### src/rtl/imemrwpx_pkg.sv
// Shared constants and address helper for the imemrwpx write-side blocks.
package imemrwpx_pkg;

  localparam int unsigned NCH_DEF     = 4;
  localparam int unsigned CHBIT_DEF   = 2;
  localparam int unsigned ADDRBIT_DEF = 9;
  localparam int unsigned WIDTH_DEF   = 32;
  localparam int unsigned SEGBIT_DEF  = ADDRBIT_DEF - CHBIT_DEF;
  // Occupancy needs one extra bit so a completely full segment is representable.
  localparam int unsigned CNTBIT_DEF  = SEGBIT_DEF + 1;

  function automatic logic [31:0] seg_addr(input int unsigned ch, input int unsigned off,
                                           input int unsigned segbit);
    return (ch << segbit) | off;
  endfunction

endpackage

### src/rtl/imemrwpx_wrarb_if.sv
// Channel-side write handshake: per-channel request level, data, and one-hot grant.
interface imemrwpx_wrarb_if
  import imemrwpx_pkg::*;
#(
  parameter int unsigned NCH   = NCH_DEF,
  parameter int unsigned WIDTH = WIDTH_DEF
);

  logic [NCH-1:0]       req;
  logic [NCH*WIDTH-1:0] chdi;
  logic [NCH-1:0]       gnt;

  modport master (output req, output chdi, input gnt);
  modport slave  (input req, input chdi, output gnt);

endinterface

### src/rtl/warb_rr.sv
// Round-robin picker: first eligible channel at or above the rotating pointer wins.
module warb_rr
  import imemrwpx_pkg::*;
#(
  parameter int unsigned NCH   = NCH_DEF,
  parameter int unsigned CHBIT = CHBIT_DEF
) (
  input  logic           wrclk,
  input  logic           wrst_,
  input  logic [NCH-1:0] i_elig,
  output logic [NCH-1:0] o_gnt
);

  logic [CHBIT-1:0] r_rrp;
  logic [CHBIT-1:0] w_rrp_d;
  logic [CHBIT-1:0] w_idx;
  logic             w_found;

  // NCH is a power of two, so the index wraps naturally in CHBIT bits.
  always_comb begin
    o_gnt   = '0;
    w_found = 1'b0;
    w_rrp_d = r_rrp;
    w_idx   = '0;
    for (int unsigned i = 0; i < NCH; i++) begin
      w_idx = r_rrp + CHBIT'(i);
      if (!w_found && i_elig[w_idx]) begin
        o_gnt[w_idx] = 1'b1;
        w_found      = 1'b1;
        w_rrp_d      = w_idx + CHBIT'(1);
      end
    end
  end

  always_ff @(posedge wrclk or negedge wrst_) begin
    if (!wrst_) r_rrp <= '0;
    else        r_rrp <= w_rrp_d;
  end

endmodule

### src/rtl/imemrwpx_wrarb.sv
// Write-port arbiter and per-channel ring-buffer sequencer for the shared imemrwpx RAM.
module imemrwpx_wrarb
  import imemrwpx_pkg::*;
#(
  parameter int unsigned NCH     = NCH_DEF,
  parameter int unsigned CHBIT   = CHBIT_DEF,
  parameter int unsigned ADDRBIT = ADDRBIT_DEF,
  parameter int unsigned WIDTH   = WIDTH_DEF,
  parameter int unsigned SEGBIT  = ADDRBIT - CHBIT
) (
  input  logic                       wrclk,
  input  logic                       wrst_,
  imemrwpx_wrarb_if.slave            bus,
  input  logic [NCH-1:0]             i_rel,
  input  logic [NCH-1:0]             i_flush,
  input  logic                       i_unfclr,
  output logic [ADDRBIT-1:0]         o_wa,
  output logic                       o_we,
  output logic [WIDTH-1:0]           o_di,
  output logic [NCH-1:0]             o_full,
  output logic [NCH*(SEGBIT+1)-1:0]  o_cnt,
  output logic [NCH*SEGBIT-1:0]      o_wptr,
  output logic                       o_unf
);

  localparam int unsigned CNTBIT = SEGBIT + 1;
  localparam logic [CNTBIT-1:0] CntFull = CNTBIT'(1) << SEGBIT;

  logic [CNTBIT-1:0]  r_cnt    [NCH];
  logic [CNTBIT-1:0]  w_cnt_d  [NCH];
  logic [SEGBIT-1:0]  r_wptr   [NCH];
  logic [SEGBIT-1:0]  w_wptr_d [NCH];
  logic [NCH-1:0]     r_full, w_full_d;
  logic [NCH-1:0]     w_elig, w_gnt;
  logic [CHBIT-1:0]   w_gidx;
  logic               w_unf_set;
  logic               r_we, r_unf;
  logic [ADDRBIT-1:0] r_wa, w_wa;
  logic [WIDTH-1:0]   r_di, w_di;

  // Gating with wrst_ keeps gnt low while reset is held.
  assign w_elig = bus.req & ~r_full & ~i_flush & {NCH{wrst_}};

  warb_rr #(
    .NCH   (NCH),
    .CHBIT (CHBIT)
  ) u_rr (
    .wrclk  (wrclk),
    .wrst_  (wrst_),
    .i_elig (w_elig),
    .o_gnt  (w_gnt)
  );

  assign bus.gnt = w_gnt;

  always_comb begin
    w_gidx = '0;
    for (int unsigned k = 0; k < NCH; k++) begin
      if (w_gnt[k]) w_gidx = CHBIT'(k);
    end
  end

  assign w_wa = ADDRBIT'(seg_addr(32'(w_gidx), 32'(r_wptr[w_gidx]), SEGBIT));
  assign w_di = bus.chdi[32'(w_gidx)*WIDTH +: WIDTH];

  always_comb begin
    w_unf_set = 1'b0;
    w_full_d  = '0;
    for (int unsigned k = 0; k < NCH; k++) begin
      w_cnt_d[k]  = r_cnt[k];
      w_wptr_d[k] = r_wptr[k];
      if (i_flush[k]) begin
        w_cnt_d[k]  = '0;
        w_wptr_d[k] = '0;
      end else begin
        if (w_gnt[k]) w_wptr_d[k] = r_wptr[k] + SEGBIT'(1);
        case ({w_gnt[k], i_rel[k]})
          2'b10:   w_cnt_d[k] = r_cnt[k] + CNTBIT'(1);
          2'b01: begin
            if (r_cnt[k] == '0) w_unf_set  = 1'b1;
            else                w_cnt_d[k] = r_cnt[k] - CNTBIT'(1);
          end
          default: ;
        endcase
      end
      w_full_d[k] = (w_cnt_d[k] == CntFull);
    end
  end

  always_ff @(posedge wrclk or negedge wrst_) begin
    if (!wrst_) begin
      for (int unsigned k = 0; k < NCH; k++) begin
        r_cnt[k]  <= '0;
        r_wptr[k] <= '0;
      end
      r_full <= '0;
    end else begin
      for (int unsigned k = 0; k < NCH; k++) begin
        r_cnt[k]  <= w_cnt_d[k];
        r_wptr[k] <= w_wptr_d[k];
      end
      r_full <= w_full_d;
    end
  end

  always_ff @(posedge wrclk or negedge wrst_) begin
    if (!wrst_) begin
      r_we  <= 1'b0;
      r_wa  <= '0;
      r_di  <= '0;
      r_unf <= 1'b0;
    end else begin
      r_we <= |w_gnt;
      if (|w_gnt) begin
        r_wa <= w_wa;
        r_di <= w_di;
      end
      if (w_unf_set)     r_unf <= 1'b1;
      else if (i_unfclr) r_unf <= 1'b0;
    end
  end

  for (genvar k = 0; k < NCH; k++) begin : g_out
    assign o_cnt[k*CNTBIT +: CNTBIT]  = r_cnt[k];
    assign o_wptr[k*SEGBIT +: SEGBIT] = r_wptr[k];
  end

  assign o_full = r_full;
  assign o_we   = r_we;
  assign o_wa   = r_wa;
  assign o_di   = r_di;
  assign o_unf  = r_unf;

endmodule

### src/flat_wrapper.sv
// flat-port wrapper written by rule: the top's interface ports become plain ports
module imemrwpx_wrarb_flat import imemrwpx_pkg::*;
#(
  parameter int unsigned NCH     = NCH_DEF,
  parameter int unsigned CHBIT   = CHBIT_DEF,
  parameter int unsigned ADDRBIT = ADDRBIT_DEF,
  parameter int unsigned WIDTH   = WIDTH_DEF,
  parameter int unsigned SEGBIT  = ADDRBIT - CHBIT
)
  (wrclk, wrst_, i_rel, i_flush, i_unfclr, o_wa, o_we, o_di, o_full, o_cnt, o_wptr, o_unf, bus_req, bus_chdi, bus_gnt);
  imemrwpx_wrarb_if #(.NCH(NCH), .WIDTH(WIDTH)) bus_i ();
  input  logic wrclk;
  input  logic wrst_;
  input  logic [NCH-1:0] i_rel;
  input  logic [NCH-1:0] i_flush;
  input  logic i_unfclr;
  output logic [ADDRBIT-1:0] o_wa;
  output logic o_we;
  output logic [WIDTH-1:0] o_di;
  output logic [NCH-1:0] o_full;
  output logic [NCH*(SEGBIT+1)-1:0] o_cnt;
  output logic [NCH*SEGBIT-1:0] o_wptr;
  output logic o_unf;
  input wire logic [$bits(bus_i.req)-1:0] bus_req;
  input wire logic [$bits(bus_i.chdi)-1:0] bus_chdi;
  output wire logic [$bits(bus_i.gnt)-1:0] bus_gnt;
  assign bus_i.req = bus_req;
  assign bus_i.chdi = bus_chdi;
  assign bus_gnt = bus_i.gnt;
  imemrwpx_wrarb #(.NCH(NCH), .CHBIT(CHBIT), .ADDRBIT(ADDRBIT), .WIDTH(WIDTH), .SEGBIT(SEGBIT)) u_core (.wrclk(wrclk), .wrst_(wrst_), .bus(bus_i), .i_rel(i_rel), .i_flush(i_flush), .i_unfclr(i_unfclr), .o_wa(o_wa), .o_we(o_we), .o_di(o_di), .o_full(o_full), .o_cnt(o_cnt), .o_wptr(o_wptr), .o_unf(o_unf));
endmodule
### config.mk
export PLATFORM = sky130hd
export DESIGN_NAME = imemrwpx_wrarb_flat
export DESIGN_NICKNAME = d
export VERILOG_FILES = /design/src/rtl/imemrwpx_pkg.sv /design/src/rtl/imemrwpx_wrarb_if.sv /design/src/rtl/warb_rr.sv /design/src/rtl/imemrwpx_wrarb.sv /design/src/flat_wrapper.sv
export SDC_FILE = /design/constraint.sdc
export NUM_CORES = 1
export LEC_CHECK = 0
export CORE_MARGIN = 2
export CORE_UTILIZATION = 30
export CTS_BUF_LIST = sky130_fd_sc_hd__clkbuf_4
export DETAILED_ROUTE_END_ITERATION = 8
export DONT_BUFFER_PORTS = 1
export PLACE_DENSITY = 0.42
export SETUP_SLACK_MARGIN = 0.4
export SLEW_MARGIN = 15
export SYNTH_ARGS = -nofsm -noshare
export SYNTH_HDL_FRONTEND = slang
export SYNTH_SLANG_ARGS = --single-unit
### constraint.sdc
create_clock -name wrclk -period 4.6 [get_ports wrclk]
set_input_delay 0.69 -clock wrclk [delete_from_list [all_inputs] [get_ports wrclk]]
set_output_delay 0.69 -clock wrclk [all_outputs]
set_load 0.005 [all_outputs]
==> metrics.txt, run 1 <==
# TYPE chip_impl_metric gauge
chip_impl_metric{name="routed_via_density",unit=""} 5.85
chip_impl_metric{name="net_switching_fraction_of_the_power",unit="%"} 53.4
chip_impl_info{name="setup.worst_path.class",value="flop to flop"} 1
chip_impl_metric{name="fin_worst_hold_slack",unit="ns"} 0.154
chip_impl_metric{name="detailedRoute.firstPassIterationCount",unit=""} 7
chip_impl_info{name="unrepaired_setup_endpoints_after_global_routing",value="no"} 1
chip_impl_metric{name="drive_above_1_share",unit="%"} 7.42
chip_impl_metric{name="synth-edff-count",unit=""} 0
chip_impl_metric{name="dp_hpwl",unit="um"} 18200
chip_impl_metric{name="max_cap_viols",unit=""} 0
chip_impl_metric{name="vdd_drop_max",unit="mV"} 0.315
chip_impl_info{name="synth_largest_area_cell",value="dfrtp_1"} 1
chip_impl_metric{name="clock_tree.htree_level_count",unit=""} 3
chip_impl_metric{name="fp.dieW",unit="um"} 159
chip_impl_metric{name="postSynthRegisterBits",unit=""} 109
chip_impl_metric{name="synth.yosys.warnings",unit=""} 0
chip_impl_metric{name="design_area",unit="um2"} 7580
chip_impl_metric{name="maximum_number_of_pins_on_one_net_before_global_route_repair",unit=""} 110
chip_impl_metric{name="crit_path_max_incr_delay",unit="ns"} 0.54
chip_impl_metric{name="hold_violations",unit=""} 0
chip_impl_metric{name="cts_setup_buffers",unit=""} 0
chip_impl_metric{name="fillCellCount",unit=""} 2475
chip_impl_info{name="dominant_register_cell_in_the_synthesized_netlist",value="dfrtp_1"} 1
chip_impl_metric{name="synth.yosys.seq_area_share",unit="%"} 37.7
chip_impl_metric{name="pwr-share-seq",unit="%"} 28.6
chip_impl_metric{name="area_growth_syn_to_layout",unit="%"} 4.76
chip_impl_metric{name="detailed_place.area",unit="um2"} 7400
chip_impl_metric{name="finalSetupViolations",unit=""} 0
chip_impl_info{name="most_used_cell_along_the_critical_path",value="ha_1"} 1
chip_impl_info{name="critical-path-slowest-cell",value="dfrtp_1"} 1
chip_impl_metric{name="drv_slew",unit=""} 0
chip_impl_metric{name="placement.io_buffers",unit=""} 0
chip_impl_info{name="grt_busiest_layer",value="met2"} 1
chip_impl_metric{name="data_arrival_time_of_the_critical_path",unit="ns"} 4.33
chip_impl_metric{name="cts_num_sinks",unit=""} 109
chip_impl_metric{name="first_pass_grt_wire_length",unit="um"} 37600
chip_impl_metric{name="drt_iter0_drc",unit=""} 553
chip_impl_metric{name="groute.layer.met2.usage",unit="%"} 32.9
chip_impl_metric{name="path_max_fanout",unit=""} 14
chip_impl_metric{name="tritoncts_buffers",unit=""} 9
chip_impl_metric{name="cp.required",unit="ns"} 5.00
chip_impl_metric{name="grt_use_met1",unit="%"} 21.8
chip_impl_metric{name="period_share",unit="%"} 85.6
chip_impl_info{name="ctsRootBufferMaster",value="clkbuf_4"} 1
chip_impl_metric{name="rows",unit=""} 56
chip_impl_metric{name="power_leakage",unit="nW"} 3.14
chip_impl_metric{name="max_slew.worst_pin.slew",unit="ns"} 0.837
chip_impl_info{name="yosys-top-cells-count",value="dfrtp_1, nor2_1, nand2_1"} 1
chip_impl_metric{name="timing.setup.tns",unit="ns"} 0
chip_impl_metric{name="p_switching",unit="mW"} 3.44
chip_impl_metric{name="clk_latency",unit="ns"} 0.48
chip_impl_metric{name="multi_input_comb_area",unit="um2"} 4070
chip_impl_metric{name="num_vias",unit=""} 6455
chip_impl_metric{name="placeableCoreArea",unit="um2"} 23500
chip_impl_metric{name="post_drt_wl_per_cell",unit="um"} 22.1
chip_impl_metric{name="timing.slew.headroom",unit="%"} 43.7
chip_impl_metric{name="cts.reportedPaths.clkPinSlew",unit="ns"} 0.19
chip_impl_info{name="setup.worst_path.start_class",value="flop"} 1
chip_impl_metric{name="seq_area",unit="um2"} 2730
chip_impl_info{name="run_status",value="finished clean"} 1
chip_impl_metric{name="drc",unit=""} 0
chip_impl_metric{name="synth_top_area_share",unit="%"} 37.7
chip_impl_metric{name="vias_in_the_first_global_route",unit=""} 6274
chip_impl_info{name="yosys-top-cells-area",value="dfrtp_1, ha_1, nor2_1, o221ai_1, nand2_1"} 1
chip_impl_metric{name="syn-mean-instance-area",unit="um2"} 8.92
chip_impl_metric{name="share_clk_of_total_power",unit="%"} 7.5
chip_impl_metric{name="clock_skew",unit="ns"} 0.0153
chip_impl_metric{name="async_s_r_ff_share_synth",unit="%"} 100
chip_impl_metric{name="boundaryPins",unit=""} 254
chip_impl_metric{name="antenna_violating_nets_post_route",unit=""} 0
chip_impl_metric{name="final_core_utilization",unit="%"} 32.2
chip_impl_metric{name="globalRouteMet3Util",unit="%"} 5.34
chip_impl_metric{name="layout.nets",unit=""} 952
chip_impl_metric{name="period_needed",unit="ns"} 3.94
chip_impl_metric{name="synthesized_netlist_cell_count",unit=""} 811
chip_impl_metric{name="power.internal",unit="mW"} 3.00
chip_impl_metric{name="fp.dieArea",unit="um2"} 25400
chip_impl_metric{name="gp_routability_congestion",unit=""} 0.910
chip_impl_metric{name="power_per_cell_area",unit="nW/um2"} 850
chip_impl_metric{name="initial_standard_cell_utilization_of_the_core",unit="%"} 30.7
chip_impl_info{name="hp-class",value="primary input to async pin"} 1
chip_impl_metric{name="grt-ovfl-total",unit=""} 0
chip_impl_metric{name="yosys.cell_types.count",unit=""} 73
chip_impl_metric{name="synthesis.nets",unit=""} 986
chip_impl_metric{name="proportion_of_power_drawn_by_combinational_gates",unit="%"} 63.9
chip_impl_metric{name="initial_antenna_violation_count",unit=""} 3
chip_impl_info{name="tritoncts",value="yes"} 1
chip_impl_metric{name="totalWireLength",unit="um"} 24400
chip_impl_metric{name="syn-cell-area",unit="um2"} 7230
chip_impl_info{name="yosysMostFrequentCell",value="dfrtp_1"} 1
chip_impl_metric{name="power.total",unit="mW"} 6.44
chip_impl_metric{name="grt_util_all_layers",unit="%"} 18.7
chip_impl_metric{name="die_h",unit="um"} 159
chip_impl_metric{name="cts_buffer_depth",unit=""} 2
chip_impl_info{name="critical_path.cell_chain",value="inv_1, ha_1, mux4_2, and3_1, o22a_4, nor2_8, inv_4, ha_1, a41oi_1, a32oi_1, a21oi_1, nor3_1, or3b_2, nor4_1"} 1
chip_impl_info{name="worst_setup_path_end_kind",value="flop"} 1
chip_impl_metric{name="maxClockFrequency",unit="MHz"} 254
## power groups by stage
| stage | Combinational, mW | Sequential (mW) | Clock [mW] |
|---|---|---|---|
| finish | 4.11 | 1.84 | 0.482 |
| global route | 4.58 | 1.90 | 0.547 |
| CTS | 4.09 | 1.85 | 0.512 |
| detailed placement | 4.06 | 1.87 | 0 |
| global placement | 4.05 | 1.88 | 0 |
| floorplan | 3.39 | 1.62 | 0 |
## kinds of logic after synthesis
family / after synthesis / share of synthesized area, %
AOI/OAI and AO/OA: 238 / 23.8
adders and majority gates: 32 / 5.54
muxes: 10 / 2.28
DFF: 109 / 37.7
buffers and inverters: 95 / 6.25
xor gates and xnor gates: 32 / 3.88
and+or+nand+nor: 295 / 20.6
## state kept, by name, summed over array words and instances, names as in the netlist
| register | count |
|---|---|
| u_core.o_wa | 9 |
| u_core.o_full | 4 |
| u_core.o_we | 1 |
| u_core.o_unf | 1 |
| u_core.o_cnt | 32 |
| u_core.o_di | 32 |
| u_core.o_wptr | 28 |
| u_core.u_rr.r_rrp | 2 |
## worst max-delay path: cells and delay by family (launching register included)
kind	cells	cell delay (ns)
AO/OA/AOI/OAI	4	0.83
adder cells (fa/ha/maj)	2	0.69
buffers and inverters	2	0.22
flip-flops	1	0.54
multiplexers	1	0.45
AND/OR/NAND/NOR	5	1.13
## worst paths after layout
kind,slack (ns),endpoint,start,cells past startpoint
worst min register to register,0.56,u_core.o_di[30],u_core.o_di[30],2
worst min-delay path,0.15,u_core.o_cnt[22],wrst_,1
max in group asynchronous,4.05,u_core.u_rr.r_rrp[0],wrst_,1
min in group wrclk,0.24,u_core.o_wptr[19],i_flush[2],1
worst max register to register,0.66,u_core.o_full[3],u_core.u_rr.r_rrp[1],14
worst max-delay path,0.66,u_core.o_full[3],u_core.u_rr.r_rrp[1],14
## cell usage in the layout (no fill, tap or decap), drive strengths merged, types with 6 or more instances in the layout
cell type / Yosys / routed
clkbuf: 26 / 9
o211ai: 11 / 11
xor2: 18 / 18
inv: 41 / 44
o221ai: 37 / 37
o21ai: 36 / 36
and3: 18 / 18
nand2b: 7 / 7
nand4: 13 / 13
a31oi: 19 / 19
dfrtp: 109 / 109
nand3: 27 / 27
o22ai: 12 / 12
nand2: 78 / 78
buf: 28 / 9
nor2: 91 / 91
a21oi: 49 / 49
ha: 32 / 32
a211oi: 6 / 6
or3: 15 / 15
nor3: 14 / 14
a222oi: 24 / 24
xnor2: 14 / 14
## per-layer routing
metal | wire, um | vias to the layer above
met1 | 9470 | 3124
met5 | 0 | -
met3 | 2100 | 35
met4 | 642 | 0
li1 | - | 2965
met2 | 12200 | 331
## through the flow
| step | setup WS, ns | cells |
|---|---|---|
| floorplan | 0.520 | 811 |
| global placement | 0.564 | 1084 |
| detailed placement | 0.537 | 1084 |
| CTS | 0.518 | 1101 |
| global route | 0.444 | 1104 |
| finish | 0.665 | 1104 |
## area by class of cell
type                    instances  area share [%]
diodes                          3          0.0991
clock buffers                   9           0.892
clock inverters                 7           0.743
inverters                      41            2.06
multi-input cells             607            53.8
flip-flops and latches        109            36.0
well taps                     319            5.27
repair buffers                  9            1.16
## timing repair
action	in CTS	in global routing
setup endpoints to repair	0	5
hold buffers	1	0
gates resized for setup	0	5
hold endpoints to repair	109	0
Power figures use the tool's default switching activity.
==> inputs of run 2 (changes only) <==
CAP_MARGIN = 0   (was not set)
CORE_UTILIZATION = 55   (was 30)
PLACE_DENSITY = 0.68   (was 0.42)
==> run 2 against run 1 <==
  * Critical path depth decreased by 1
  * Maximum frequency grew 1.8%
  * Critical path type unchanged
  * Flip-flop and latch count stayed put
  * Via count up 3.0%
==> metrics.txt, run 2 (synthesized netlist as in run 1, its figures left out) <==
# TYPE chip_impl_metric gauge
chip_impl_info{name="run_status",value="finished clean"} 1
chip_impl_info{name="worst_setup_path_end_kind",value="flop"} 1
chip_impl_info{name="layout_common_cells",value="dfrtp_1, nor2_1, nand2_1"} 1
chip_impl_metric{name="seq_area",unit="um2"} 2730
chip_impl_metric{name="setup_slack_at_placement",unit="ns"} 0.444
chip_impl_metric{name="cp.required",unit="ns"} 4.99
chip_impl_info{name="critical-path-slowest-cell",value="dfrtp_2"} 1
chip_impl_metric{name="maxClockFrequency",unit="MHz"} 259
chip_impl_info{name="tritoncts",value="yes"} 1
chip_impl_metric{name="rrSetupSlack",unit="ns"} 0.74
chip_impl_metric{name="timing.setup.tns",unit="ns"} 0
chip_impl_metric{name="postLayoutSetupSlackWorst",unit="ns"} 0.736
chip_impl_metric{name="drc",unit=""} 0
chip_impl_metric{name="multi_input_comb_area",unit="um2"} 4070
chip_impl_metric{name="dp_hpwl",unit="um"} 16100
chip_impl_metric{name="hold_violations",unit=""} 0
chip_impl_metric{name="placement.io_buffers",unit=""} 0
chip_impl_metric{name="fp.dieW",unit="um"} 119
chip_impl_metric{name="worst-r2r-cell-count",unit=""} 13
chip_impl_info{name="setup.worst_path.class",value="flop to flop"} 1
chip_impl_metric{name="totalWireLength",unit="um"} 22000
chip_impl_metric{name="initial_antenna_violation_count",unit=""} 5
chip_impl_metric{name="power_leakage",unit="nW"} 3.15
chip_impl_metric{name="cts_buffer_depth",unit=""} 2
chip_impl_metric{name="first_pass_grt_wire_length",unit="um"} 33700
chip_impl_metric{name="period_needed",unit="ns"} 3.86
chip_impl_metric{name="data_arrival_time_of_the_critical_path",unit="ns"} 4.25
chip_impl_info{name="critical_path.startpoint",value="u_core.u_rr.r_rrp[0]"} 1
chip_impl_metric{name="cts.reportedPaths.clkPinSlew",unit="ns"} 0.16
chip_impl_metric{name="area_growth_syn_to_layout",unit="%"} 2.51
chip_impl_metric{name="max_cap_viols",unit=""} 0
chip_impl_metric{name="layout.nets",unit=""} 956
chip_impl_metric{name="boundaryPins",unit=""} 254
chip_impl_metric{name="grt-ovfl-total",unit=""} 0
chip_impl_metric{name="tritoncts_buffers",unit=""} 9
chip_impl_metric{name="path_max_fanout",unit=""} 14
chip_impl_metric{name="maximum_number_of_pins_on_one_net_before_global_route_repair",unit=""} 110
chip_impl_metric{name="power.total",unit="mW"} 6.32
chip_impl_metric{name="numPlacedInstances",unit=""} 935
chip_impl_metric{name="fillCellCount",unit=""} 1139
chip_impl_metric{name="drv_slew",unit=""} 0
chip_impl_metric{name="rows",unit=""} 41
chip_impl_metric{name="clock_skew",unit="ns"} 0.0272
chip_impl_metric{name="die_h",unit="um"} 119
chip_impl_metric{name="detailedRoute.firstPassIterationCount",unit=""} 7
chip_impl_metric{name="initial_standard_cell_utilization_of_the_core",unit="%"} 56.8
chip_impl_info{name="hp-class",value="primary input to async pin"} 1
chip_impl_metric{name="clk_latency",unit="ns"} 0.49
chip_impl_info{name="ctsRootBufferMaster",value="clkbuf_4"} 1
chip_impl_metric{name="vdd_drop_max",unit="mV"} 0.428
chip_impl_metric{name="cts_num_sinks",unit=""} 109
chip_impl_metric{name="timing.slew.headroom",unit="%"} 41.7
chip_impl_info{name="final_common_cell",value="dfrtp_1"} 1
chip_impl_metric{name="period_share",unit="%"} 84.0
chip_impl_metric{name="power_per_cell_area",unit="nW/um2"} 853
chip_impl_metric{name="num_vias",unit=""} 6647
chip_impl_info{name="setup.worst_path.start_class",value="flop"} 1
chip_impl_metric{name="placeableCoreArea",unit="um2"} 12700
chip_impl_metric{name="drt_iter0_drc",unit=""} 698
chip_impl_info{name="crit-reg2reg-launch",value="u_core.u_rr.r_rrp[0]"} 1
chip_impl_info{name="reg2reg_to",value="u_core.o_full[3]"} 1
chip_impl_metric{name="finalSetupViolations",unit=""} 0
chip_impl_metric{name="max_slew.worst_pin.slew",unit="ns"} 0.867
chip_impl_info{name="unrepaired_setup_endpoints_after_global_routing",value="no"} 1
chip_impl_metric{name="post_route_non_filler_standard_cell_count",unit=""} 963
chip_impl_metric{name="detailed_place.area",unit="um2"} 7200
chip_impl_metric{name="clock_tree.htree_level_count",unit=""} 3
chip_impl_metric{name="crit_path_max_incr_delay",unit="ns"} 0.48
chip_impl_info{name="critical_path.cell_chain",value="inv_1, ha_1, mux4_2, and4_1, and2_1, nor2_8, ha_1, inv_1, nand2_1, a22oi_1, nor2_1, or3_1, nor4_1"} 1
chip_impl_metric{name="drive_above_1_share",unit="%"} 7.51
chip_impl_metric{name="design_area",unit="um2"} 7410
chip_impl_metric{name="vias_in_the_first_global_route",unit=""} 6250
chip_impl_metric{name="post_drt_wl_per_cell",unit="um"} 22.9
chip_impl_metric{name="antenna_violating_nets_post_route",unit=""} 0
chip_impl_metric{name="gp_routability_congestion",unit=""} 0.940
chip_impl_metric{name="fp.dieArea",unit="um2"} 14100
chip_impl_metric{name="grt_util_all_layers",unit="%"} 30.4
chip_impl_metric{name="routed_via_density",unit=""} 6.90
-- run 2: changes by cell type in the layout (fill, tap and decap cells not counted), sizes merged --
cell / before / now
buf: 9 / 13
diode: 3 / 5
clkinv: 4 / 3
clkinvlp: 0 / 1
-- run 2: repair_timing --
| item | CTS | global route |
|---|---|---|
| setup endpoints to repair | 0 | 5 |
| gates resized for setup | 0 | 4 |
| setup buffers | 0 | 6 |
| hold buffers | 1 | 0 |
| endpoints found under the hold margin | 109 | 0 |
-- run 2: per-stage QoR --
stage / util (%) / hold slack [ns]
after floorplan: - / 0.394
after global placement: 56.6 / 0.397
after detailed placement: 56.6 / 0.397
after CTS: 57.7 / 0.115
after global routing: 58.3 / 0.144
final: 58.3 / 0.119
-- run 2: cell type report --
cell class,count,share of cell area [%]
well taps,172,2.90
diodes,5,0.169
clock inverters,7,0.624
multi-input cells,607,54.9
repair buffers,13,1.59
flip-flops and latches,109,36.8
clock buffers,9,0.911
inverters,41,2.11
-- run 2: routing by layer --
metal / vias up / part of all wire (%) / GRT usage [%]
met2: 411 / 48 / 49.0
met3: 65 / 10 / 8.11
met5: - / 0 / 0
li1: 2970 / - / -
met1: 3201 / 38 / 36.6
met4: 0 / 4.3 / 17.4
-- run 2: report_power, final --
group | internal, mW | leakage (nW) | switching, mW
sequential | 1.32 | 1.43 | 0.511
clock | 0.113 | 0.0622 | 0.327
combinational | 1.58 | 1.66 | 2.47
total | 3.01 | 3.15 | 3.31
-- run 2: worst max path at each step --
stage,to,slack (ns),cells after the start
after floorplan,u_core.o_full[3],0.52,17
after global placement,u_core.o_full[3],0.60,12
after detailed placement,u_core.o_full[0],0.44,14
after CTS,u_core.o_full[3],0.43,13
after global routing,u_core.o_full[3],0.45,13
final,u_core.o_full[3],0.74,13
-- run 2: critical path: cells and delay by family (launching register included) --
| kind | cells | cell delay (ns) |
|---|---|---|
| multiplexers | 1 | 0.41 |
| buffers and inverters | 2 | 0.45 |
| AND/OR/NAND/NOR | 7 | 1.49 |
| AO/OA/AOI/OAI | 1 | 0.21 |
| adder cells (fa/ha/maj) | 2 | 0.74 |
| flip-flops | 1 | 0.48 |
==> RTL edit (settings of run 1) <==
The package constant `CHBIT_DEF` goes from 2 to 4.
--- a/src/rtl/imemrwpx_pkg.sv
+++ b/src/rtl/imemrwpx_pkg.sv
@@ -2,7 +2,7 @@
 package imemrwpx_pkg;
 
   localparam int unsigned NCH_DEF     = 4;
-  localparam int unsigned CHBIT_DEF   = 2;
+  localparam int unsigned CHBIT_DEF   = 4;
   localparam int unsigned ADDRBIT_DEF = 9;
   localparam int unsigned WIDTH_DEF   = 32;
   localparam int unsigned SEGBIT_DEF  = ADDRBIT_DEF - CHBIT_DEF;
Interface: changed (resized o_cnt and o_wptr); port bits go from 254 to 238. No check against the original RTL was run, so the function may have changed too.
==> RTL edit against run 1 <==
Power decreased by 17%. Routed wire length decreased by 17%. Area after synthesis decreased by 13%. Sequential cell count decreased by 16. Combinational power decreased by 20%. Count of clock-buffer cells in the layout unchanged. Synthesized cell count decreased by 11%. Worst setup slack got worse by 0.018 ns. Critical endpoint unchanged. Non-clock buffer count increased by 17. Critical path depth increased by 1. Cell area decreased by 9.5%. Critical path type unchanged. Cell count decreased by 10%.
==> RTL edit: results (changes against run 1) <==
[run_status]
status = finished, final reports clean  ; unchanged

[clock_network]
clkSlewWorstSetupHoldPaths_ns = 0.17  ; was 0.19 ns

[sta]
max_freq_mhz = 253  ; was 254 MHz
clock-skew-final_ns = 0.0302  ; was 0.0153 ns

[critical_path]
slowest_delay_ns = 0.58  ; was 0.54 ns
crit_arrival_ns = 4.36  ; was 4.33 ns
r2r_cells = 15  ; was 14
cp_max_fo = 12  ; was 14
rr_startpoint = u_core.u_rr.r_rrp[0]  ; was u_core.u_rr.r_rrp[1]

[power]
p_clk_uw = 435  ; was 482 µW
power_density_nw_per_um2 = 779  ; was 850 nW/µm²
ir_drop_uv = 272  ; was 315 µV

[route]
wl_met1_mm = 7.71  ; was 9.47 mm
met3_length_mm = 1.44  ; was 2.10 mm
num_vias = 5740  ; was 6455
wl_met2_mm = 10.3  ; was 12.2 mm

[final_layout]
num-nonclk-buffers = 26  ; was 9
multi_input_area_share_pct = 53.6  ; was 53.8%
fill_cells = 2168  ; was 2475
drive_gt1_share_pct = 9.93  ; was 7.42%
buf_share_pct = 3.43  ; was 1.16%
clkCellAreaFrac_pct = 1.77  ; was 1.64%
area.sequential_um2 = 2330  ; was 2730 µm²
seq_cells = 93  ; was 109
nNetsFinal = 887  ; was 952
inv_count = 34  ; was 41

[global_route]
grtUsageMet2_pct = 31.5  ; was 32.9%
grt_usage_pct = 17.4  ; was 18.7%
grt_max_degree = 94  ; was 110
grt_use_met1_pct = 19.4  ; was 21.8%

[placed_design]
dp.final_hpwl_mm = 15.1  ; was 18.2 mm
place_inst = 966  ; was 1084
dp_slack_ns = 0.358  ; was 0.537 ns

[yosys]
ys_top_cells_by_count = nor2_1 (103), dfrtp_1 (93), a21oi_1 (66), nand2_1 (48), o221ai_1 (42)  ; was dfrtp_1 (109), nor2_1 (87), nand2_1 (78), a21oi_1 (49), inv_1 (38)
ys_seq_area_share_pct = 36.8  ; was 37.7%
ys_types = 70  ; was 73
synthTopCellsByArea = dfrtp_1 (37%), ha_1 (6.7%), nor2_1 (6.1%), o221ai_1 (5.8%), a21oi_1 (5.2%)  ; was dfrtp_1 (38%), ha_1 (5.5%), nor2_1 (4.5%), o221ai_1 (4.5%), nand2_1 (4.0%)

[RTL edit: cell types whose count changed in the layout (fill, tap and decap cells not counted), moves of 16 or more]
cell / change
a22oi_1: +35
nand2_1: -30
a222oi_1: -23
a21oi_1: +17
dfrtp_1: -17
nor2_1: +16
[RTL edit: repair_timing]
action | in CTS | in global routing
hold buffers | 1 | 0
gates resized for setup | 5 | 7
pin swaps | 1 | 1
gates cloned | 0 | 0
endpoints found under the hold margin | 93 | 0
setup buffers | 1 | 6
endpoints found under the setup margin | 3 | 4
[RTL edit: cells by family after synthesis]
logic type	Yosys count	synth area share (%)
compound gates	217	23.6
xor+xnor	24	3.32
fa+ha+maj	34	6.73
buf+inv	82	5.82
flops	93	36.8
mux	10	2.59
other cells	1	0.0593
simple gates	259	21.1
[RTL edit: metrics by stage]
step | util, % | area (µm²)
floorplan | - | 6340
global placement | 31.6 | 6600
detailed placement | 31.6 | 6600
CTS | 32.4 | 6770
global route | 32.8 | 6850
finish | 32.8 | 6850
